## config.mk

```make
export PLATFORM = sky130hd
export DESIGN_NAME = contador_crescente
export DESIGN_NICKNAME = d
export VERILOG_FILES = /design/src/rtl/contador_crescente_pkg.sv /design/src/rtl/contador_crescente_sinc_borda.sv /design/src/rtl/contador_crescente.sv
export SDC_FILE = /design/constraint.sdc
export NUM_CORES = 1
export LEC_CHECK = 0
export ABC_AREA = 0
export CAP_MARGIN = 20
export CORE_ASPECT_RATIO = 1.1
export CORE_MARGIN = 1.5
export CORE_UTILIZATION = 47
export DETAILED_ROUTE_END_ITERATION = 6
export GPL_TIMING_DRIVEN = 1
export HOLD_SLACK_MARGIN = 0.02
export PLACE_DENSITY = 0.75
export SYNTH_ARGS = -nofsm -noshare
export SYNTH_HDL_FRONTEND = slang
export SYNTH_SLANG_ARGS = --single-unit
```

## constraint.sdc

```tcl
create_clock -name clock -period 1.7 [get_ports clock]
set_clock_uncertainty 0.15 [all_clocks]
set_input_delay 0.17 -clock clock [delete_from_list [all_inputs] [get_ports clock]]
set_output_delay 0.17 -clock clock [all_outputs]
set_load 0.01 [all_outputs]
```

## src/rtl/contador_crescente_pkg.sv

```systemverilog
// Shared types and BCD helpers for the two-digit up counter.
package contador_crescente_pkg;

  typedef enum logic [1:0] {
    IDLE  = 2'd0,
    RUN   = 2'd1,
    PAUSE = 2'd2,
    DONE  = 2'd3
  } estado_t;

  typedef logic [3:0] bcd_t;

  localparam bcd_t BCD_MAX = 4'd9;

  // Saturate a single digit into the legal BCD range.
  function automatic bcd_t clamp_digit(input logic [3:0] d);
    return (d > BCD_MAX) ? BCD_MAX : bcd_t'(d);
  endfunction

  // Clamp both digits of a two-digit BCD value.
  function automatic logic [7:0] clamp_bcd2(input logic [7:0] v);
    return {clamp_digit(v[7:4]), clamp_digit(v[3:0])};
  endfunction

  // Two-digit BCD increment; ones 9 -> 0 with carry, tens 9 -> 0.
  function automatic logic [7:0] bcd_inc(input logic [7:0] v);
    bcd_t tens;
    bcd_t ones;
    tens = v[7:4];
    ones = v[3:0];
    if (ones >= BCD_MAX) begin
      ones = 4'd0;
      tens = (tens >= BCD_MAX) ? 4'd0 : tens + 4'd1;
    end else begin
      ones = ones + 4'd1;
    end
    return {tens, ones};
  endfunction

endpackage

```

## src/rtl/contador_crescente_sinc_borda.sv

```systemverilog
// Button synchronizer and rising-edge detector.
// The edge output is held off after reset until the synchronized button has
// been seen low, so a button held through reset release never starts a count.
module sinc_borda (
  input  logic clock,
  input  logic reset_n,
  input  logic din,
  output logic pulse
);

  logic       sync1_q;
  logic       sync2_q;
  logic       prev_q;
  logic [1:0] fill_q;   // marks when sync2_q holds a real sample
  logic       armed_q;
  logic       armed_d;

  // Arm once the synchronizer output is valid and low.
  always_comb begin
    armed_d = armed_q | (fill_q[1] & ~sync2_q);
  end

  // Synchronizer chain, edge history and arming state.
  always_ff @(posedge clock or negedge reset_n) begin
    if (!reset_n) begin
      sync1_q <= 1'b0;
      sync2_q <= 1'b0;
      prev_q  <= 1'b0;
      fill_q  <= 2'b00;
      armed_q <= 1'b0;
    end else begin
      sync1_q <= din;
      sync2_q <= sync1_q;
      prev_q  <= sync2_q;
      fill_q  <= {fill_q[0], 1'b1};
      armed_q <= armed_d;
    end
  end

  assign pulse = armed_q & sync2_q & ~prev_q;

endmodule

```

## src/rtl/contador_crescente.sv

```systemverilog
// Two-digit BCD up counter with start/pause button and programmable limit.
module contador_crescente
  import contador_crescente_pkg::*;
#(
  parameter bit AUTO_RESTART = 1'b1
) (
  input  logic       clock,
  input  logic       reset_n,
  input  logic       button,
  input  logic       enable,
  input  logic [7:0] limit,
  output logic [7:0] Q,
  output logic       terminal,
  output logic       running
);

  estado_t    state_q, state_d;
  logic [7:0] cnt_q, cnt_d;
  logic [7:0] lim_q, lim_d;
  logic       term_q, term_d;
  logic       start;

  sinc_borda u_sinc (
    .clock   (clock),
    .reset_n (reset_n),
    .din     (button),
    .pulse   (start)
  );

  // Next-state, count and terminal decode; start beats enable in RUN.
  always_comb begin
    state_d = state_q;
    cnt_d   = cnt_q;
    lim_d   = lim_q;
    term_d  = 1'b0;
    case (state_q)
      IDLE: begin
        cnt_d = 8'h00;
        if (start) begin
          lim_d   = clamp_bcd2(limit);
          state_d = RUN;
        end
      end
      RUN: begin
        if (start) begin
          state_d = PAUSE;
        end else if (enable) begin
          if (cnt_q == lim_q) begin
            term_d = 1'b1;
            if (AUTO_RESTART) cnt_d = 8'h00;
            else              state_d = DONE;
          end else begin
            cnt_d = bcd_inc(cnt_q);
          end
        end
      end
      PAUSE: begin
        if (start) state_d = RUN;
      end
      DONE: begin
        if (start) begin
          cnt_d   = 8'h00;
          lim_d   = clamp_bcd2(limit);
          state_d = RUN;
        end
      end
      default: begin
        state_d = IDLE;
        cnt_d   = 8'h00;
      end
    endcase
  end

  // State, count, latched limit and registered terminal pulse.
  always_ff @(posedge clock or negedge reset_n) begin
    if (!reset_n) begin
      state_q <= IDLE;
      cnt_q   <= 8'h00;
      lim_q   <= 8'h00;
      term_q  <= 1'b0;
    end else begin
      state_q <= state_d;
      cnt_q   <= cnt_d;
      lim_q   <= lim_d;
      term_q  <= term_d;
    end
  end

  assign Q        = cnt_q;
  assign terminal = term_q;
  assign running  = (state_q == RUN);

endmodule
```

[Yosys cells after proc, flatten, opt, wreduce, memory -nomap -nowiden]
Cells that the tools add are included.
Operators by class
  multipliers: 0
  shift operators: 0
  equal/unequal tests: 10
  reduce and logical (&&, ||, !) cells: 8
  multiplexer cells: 17
  div/mod/pow operators: 0
  add/subtract/negate cells: 2
  magnitude comparators: 4
  bitwise operators: 6
Operators with widths (number)
  $mux W8: 4
  $pmux W8 S3: 1
  $mux W4: 5
  $add A4 B1 Y4 const B: 2
  $eq A8 B8 Y1: 1
  $ge A4 B4 Y1 const B: 2
  $gt A4 B4 Y1 const B: 2
  $ne A2 B2 Y1 const B: 3
  $reduce_and A5 Y1: 1
  $eq A2 B2 Y1 const B: 2
  $mux W1: 4
  $mux W2: 2
  $ne A2 B1 Y1 const B: 2
  $pmux W2 S2: 1
  $reduce_and A2 Y1: 2
  $reduce_and A4 Y1: 1
  $and A1 B1 Y1: 3
  $ne A3 B1 Y1 const B: 1
  $reduce_bool A3 Y1: 1
  $reduce_or A3 Y1: 1
  $eq A2 B1 Y1 const B: 1
  $logic_not A2 Y1: 1
  $not A1 Y1: 2
  $reduce_or A2 Y1: 1
  $or A1 B1 Y1: 1
Word-level totals
  bits of input ports: 12
  register bits after elaboration: 25
  bits in latches: 0
  bits in read-only memories: 0
  output and inout bits: 10
  bits in writable memories: 0
  memories: 0
  logic and storage cells: 57

[Logic depth before layout (Yosys ltp)]
  depth in word-level cells: 7
  gate-level depth with buffers: 7
  mapped depth without buffers: 7

[By module]
Synthesis repeated with hierarchy kept, for this count alone.
Unflattened totals
  cell total of the unflattened synthesis: 127
  area, all modules: 1292.5 µm²
Modules (own cells, without submodules)
  contador_crescente: seq. area each 475.5 µm², cells an instance 116, area each 1119.8 µm², times used 1
  sinc_borda: seq. area each 150.1 µm², cells an instance 11, area each 172.7 µm², times used 1

[Worst setup path after synthesis]
OpenSTA, ideal clock, no wires.
  kind: register to register
  start point: reg cnt_q[1], in the netlist Q[1]
  end point: reg cnt_q[6], in the netlist Q[6]
  slack: -60 ps
  setup time: 78 ps
  stages on the path, launching flop included: 7
  arrival: 1532 ps
  clock period less this slack: 1760 ps
  data required time: 1472 ps
  buffers on the path: 0
  path through: dfrtp_1 -> inv_1 -> ha_1 -> o31ai_2 -> o21bai_1 -> a21oi_1 -> o2bb2ai_1
Between the ends
  longest elaborated chain between the ends: 5
  elaborated cells between the ends (all ways): 8
  those cells by class: order compare: 1; eq/ne: 2; mux: 4; reduce/logical: 1
RTL lines
  start: declaration: line contador_crescente.sv:18  | logic [7:0] cnt_q, cnt_d;
  start signal: assignment: line contador_crescente.sv:83  | cnt_q <= cnt_d;
  $eq A8 B8 Y1: line contador_crescente.sv:48  | if (cnt_q == lim_q) begin
  $mux W8: line contador_crescente.sv:48
  $mux W8: line contador_crescente.sv:47  | end else if (enable) begin
  $mux W8: line contador_crescente.sv:45  | if (start) begin
  $pmux W8 S3: line contador_crescente.sv:36  | case (state_q)
Several ways; a longest one is shown, not always the timed one. The select of a mux whose other input is x is not followed.
A chain may end at the register's enable or synchronous reset.

[Final worst setup path]
  start point: reg cnt_q[0], in the netlist Q[0]
  end point: reg cnt_q[6], in the netlist Q[6]
The elaborated chain is that of the path after synthesis.

==> summary.json <==
{
  "vias": {"value": 1035},
  "rsz0062_at_grt": {"value": "yes"},
  "routabilityCongestion": {"value": 0.925},
  "port_buffers": {"value": 21},
  "detail_route.drc_violations": {"value": 0},
  "first_global_vias": {"value": 1087},
  "syn_avg_cell_area": {"value": 10.6, "unit": "sq um"},
  "synthToLayoutAreaGrowth": {"value": 39.9, "unit": "%"},
  "min_period_over_period": {"value": 1.10},
  "postRouteAntennaNets": {"value": 0},
  "clock.fmax": {"value": 0.535, "unit": "GHz"},
  "die_extent_in_x": {"value": 53.2, "unit": "um"},
  "min_path_type": {"value": "in2async"},
  "timing.final.setup_violations": {"value": 8},
  "clk-insertion-delay-late": {"value": 0.31, "unit": "ns"},
  "routed_wire_length_per_instance": {"value": 14.4, "unit": "um"},
  "grt_pass1_wl": {"value": 4.80, "unit": "mm"},
  "clockBufferDepth": {"value": 2},
  "syn_nets": {"value": 144},
  "max-vdd-ir-drop": {"value": 1.07, "unit": "mV"},
  "post-route-min-period": {"value": 1.87, "unit": "ns"},
  "floorplan.io_pins": {"value": 22},
  "finalHoldViolations": {"value": 0},
  "drt-pass1-iter-count": {"value": 4},
  "p_sw": {"value": 1060, "unit": "uW"},
  "critPathMaxFanout": {"value": 6},
  "crit_path_end_kind": {"value": "flip-flop"},
  "sw_frac_of_total": {"value": 0.402},
  "cp_slowest_cell": {"value": "dfrtp_2"},
  "worst_hold_slack": {"value": 0.0649, "unit": "ns"},
  "layout_setup_ws": {"value": -0.168, "unit": "ns"},
  "num_rows": {"value": 19},
  "grt_remaining_overflow": {"value": 0},
  "number_of_antenna_violations_at_the_first_check_in_global_routing": {"value": 0},
  "static-leakage-power": {"value": 0.000874, "unit": "uW"},
  "via_density_per_instance": {"value": 5.18},
  "cp_cell_sequence": {"value": "buf_6 -> xor2_4 -> nor4_4 -> a21boi_2 -> buf_4 -> and4_4 -> o2bb2ai_1"},
  "final-max-slew-violation-count": {"value": 0},
  "ctsHtreeMaxLevel": {"value": 1},
  "fp.coreArea": {"value": 2570, "unit": "sq um"},
  "first_iter_violations": {"value": 10},
  "yosys.cell_types.count": {"value": 34},
  "grt_max_degree": {"value": 26},
  "final_cell_area": {"value": 1830, "unit": "sq um"},
  "fin_total_pwr": {"value": 2630, "unit": "uW"},
  "drv_cap": {"value": 0},
  "diodes": {"value": 0},
  "crit_type": {"value": "reg2reg"},
  "dpl.hpwl": {"value": 2.19, "unit": "mm"},
  "p_seq_frac": {"value": 0.351},
  "combinationalPowerShare": {"value": 0.550},
  "synth_enable_flop_cells": {"value": 0},
  "track_usage": {"value": 0.217},
  "clock-root-buffer": {"value": "clkbuf_4"},
  "critPathLaunchType": {"value": "flip-flop"},
  "cell_count_after_synthesis": {"value": 123},
  "finalCoreUtilization": {"value": 0.711},
  "fillCellCount": {"value": 194},
  "nNetsFinal": {"value": 191},
  "synthFlopType": {"value": "dfrtp_1"},
  "timing.critical_path.slowest_cell_delay": {"value": 0.44, "unit": "ns"},
  "dieHeight": {"value": 58.3, "unit": "um"},
  "cts-buffers-inserted": {"value": 3},
  "share_clk_of_total_power": {"value": 0.099},
  "initial_core_util": {"value": 0.508},
  "ys_seq_elements": {"value": 25},
  "synth.yosys.seq_area_share": {"value": 0.479},
  "clock_sink_count": {"value": 25},
  "synth.yosys.warnings": {"value": 0},
  "syn_area": {"value": 1310, "unit": "sq um"},
  "tritoncts_clock_tree": {"value": "done"},
  "placement.cell_area": {"value": 1680, "unit": "sq um"},
  "totalWireLength": {"value": 2.88, "unit": "mm"},
  "crit_arrival": {"value": 1.93, "unit": "ns"},
  "failed_checks": {"value": "setup timing"},
  "clk_pin_slew_worst_paths": {"value": 0.14, "unit": "ns"},
  "postSynth.asyncResetShare": {"value": 1.00},
  "drive_above_1_share": {"value": 0.290},
  "worstPathRequired": {"value": 1.77, "unit": "ns"},
  "tns": {"value": -0.907, "unit": "ns"},
  "run_status": {"value": "finished with violations"},
  "internal-power": {"value": 1580, "unit": "uW"},
  "die_area": {"value": 3100, "unit": "sq um"},
  "powerDensity": {"value": 1440, "unit": "nW/um^2"}
}
## what timing repair did
item                       in CTS  in global routing
pin swaps                       9                  7
hold buffers                    0                  0
setup endpoints to repair      17                 10
resized for setup              23                 10
buffers inserted                7                  3
## power groups by stage
stage	Sequential (uW)	Combinational, uW	Clock [uW]
finish	924	1450	260
CTS	915	1370	269
detailed placement	926	1190	0
floorplan	945	668	0
global route	948	1570	304
global placement	915	1130	0
## synthesized netlist by cell type (3+ instances only)
library cell	instances	area, sq um
nand3_1	6	30.0
nor2_1	5	18.8
dfrtp_1	25	626
nand2b_1	4	25.0
nand2_1	12	45.0
xor2_1	8	70.1
inv_1	12	45.0
mux2i_1	3	30.0
o21ai_0	9	45.0
ha_1	9	113
## kinds of logic (layout without fill, tap and decap cells)
family | after synthesis | count (layout) | synth area share
AO/OA/AOI/OAI | 27 | 27 | 0.144
XOR/XNOR | 8 | 8 | 0.0537
adder cells (fa/ha/maj) | 9 | 9 | 0.0863
buffers and inverters | 14 | 60 | 0.0460
flip-flops | 25 | 25 | 0.479
multiplexers | 5 | 5 | 0.0403
other | 1 | 1 | 0.00287
AND/OR/NAND/NOR | 34 | 34 | 0.148
## cell type report
| type | count | area [sq um] | share of cell area |
|---|---|---|---|
| multi-input combinational | 84 | 706 | 0.387 |
| inverter | 12 | 47.5 | 0.0260 |
| sequential | 25 | 628 | 0.344 |
| timing repair buffer | 44 | 379 | 0.208 |
| clock buffer | 4 | 26.3 | 0.0144 |
| tap | 31 | 38.8 | 0.0212 |
## path summary, 6_finish.rpt
check,start,to,slack (ns),cells after the start
worst max-delay path,Q[0]$_DFFE_PN0P_,Q[6]$_DFFE_PN0P_,-0.17,7
min in group clock,button,u_sinc.sync1_q$_DFF_PN0_,0.14,1
max in group asynchronous,reset_n,Q[2]$_DFFE_PN0P_,1.08,2
worst max register to register,Q[0]$_DFFE_PN0P_,Q[6]$_DFFE_PN0P_,-0.17,7
worst min-delay path,reset_n,u_sinc.fill_q[1]$_DFF_PN0_,0.06,2
worst min register to register,u_sinc.fill_q[0]$_DFF_PN0_,u_sinc.fill_q[1]$_DFF_PN0_,0.22,0
## stage by stage
stage          setup WS [ns]  cells
3_5_place_dp          -0.128    190
5_1_grt               -0.220    200
6_report              -0.168    200
3_3_place_gp          -0.100    190
4_1_cts              -0.0730    201
2_1_floorplan       -0.00626    123
## critical path, delay by kind of cell, from the launching register on
family	cells	cell delay (ns)
and+or+nand+nor	2	0.45
xor gates and xnor gates	1	0.15
AOI/OAI and AO/OA	2	0.26
DFF	1	0.44
buffers and inverters	2	0.33
## state kept, by name (all words and copies together), names as in the netlist
| name | flops |
|---|---|
| Q | 8 |
| lim_q | 8 |
| state_q | 2 |
| u_sinc.fill_q | 2 |
| terminal | 1 |
| u_sinc.armed_q | 1 |
| u_sinc.prev_q | 1 |
| u_sinc.sync1_q | 1 |
| u_sinc.sync2_q | 1 |
## layer usage
| metal | track usage | up-vias | part of all wire |
|---|---|---|---|
| li1 | - | 510 | - |
| met1 | 0.243 | 501 | 0.43 |
| met2 | 0.400 | 22 | 0.52 |
| met3 | 0.0361 | 2 | 0.031 |
| met4 | 0.0806 | 0 | 0.011 |
| met5 | 0 | - | 0 |
## layout by cell type (no fill, tap or decap), drive strengths merged, types with 3 or more instances in the layout
cell type and count:
dlygate4sd2 8, o21ai 10, a21oi 3, inv 12, xor2 8, nor2 5
dfrtp 25, ha 9, nand2b 4, clkdlybuf4s50 12, mux2i 3, clkbuf 5
nand3 6, nand2 12, buf 23
No activity file was read; power rests on OpenSTA's default activity.
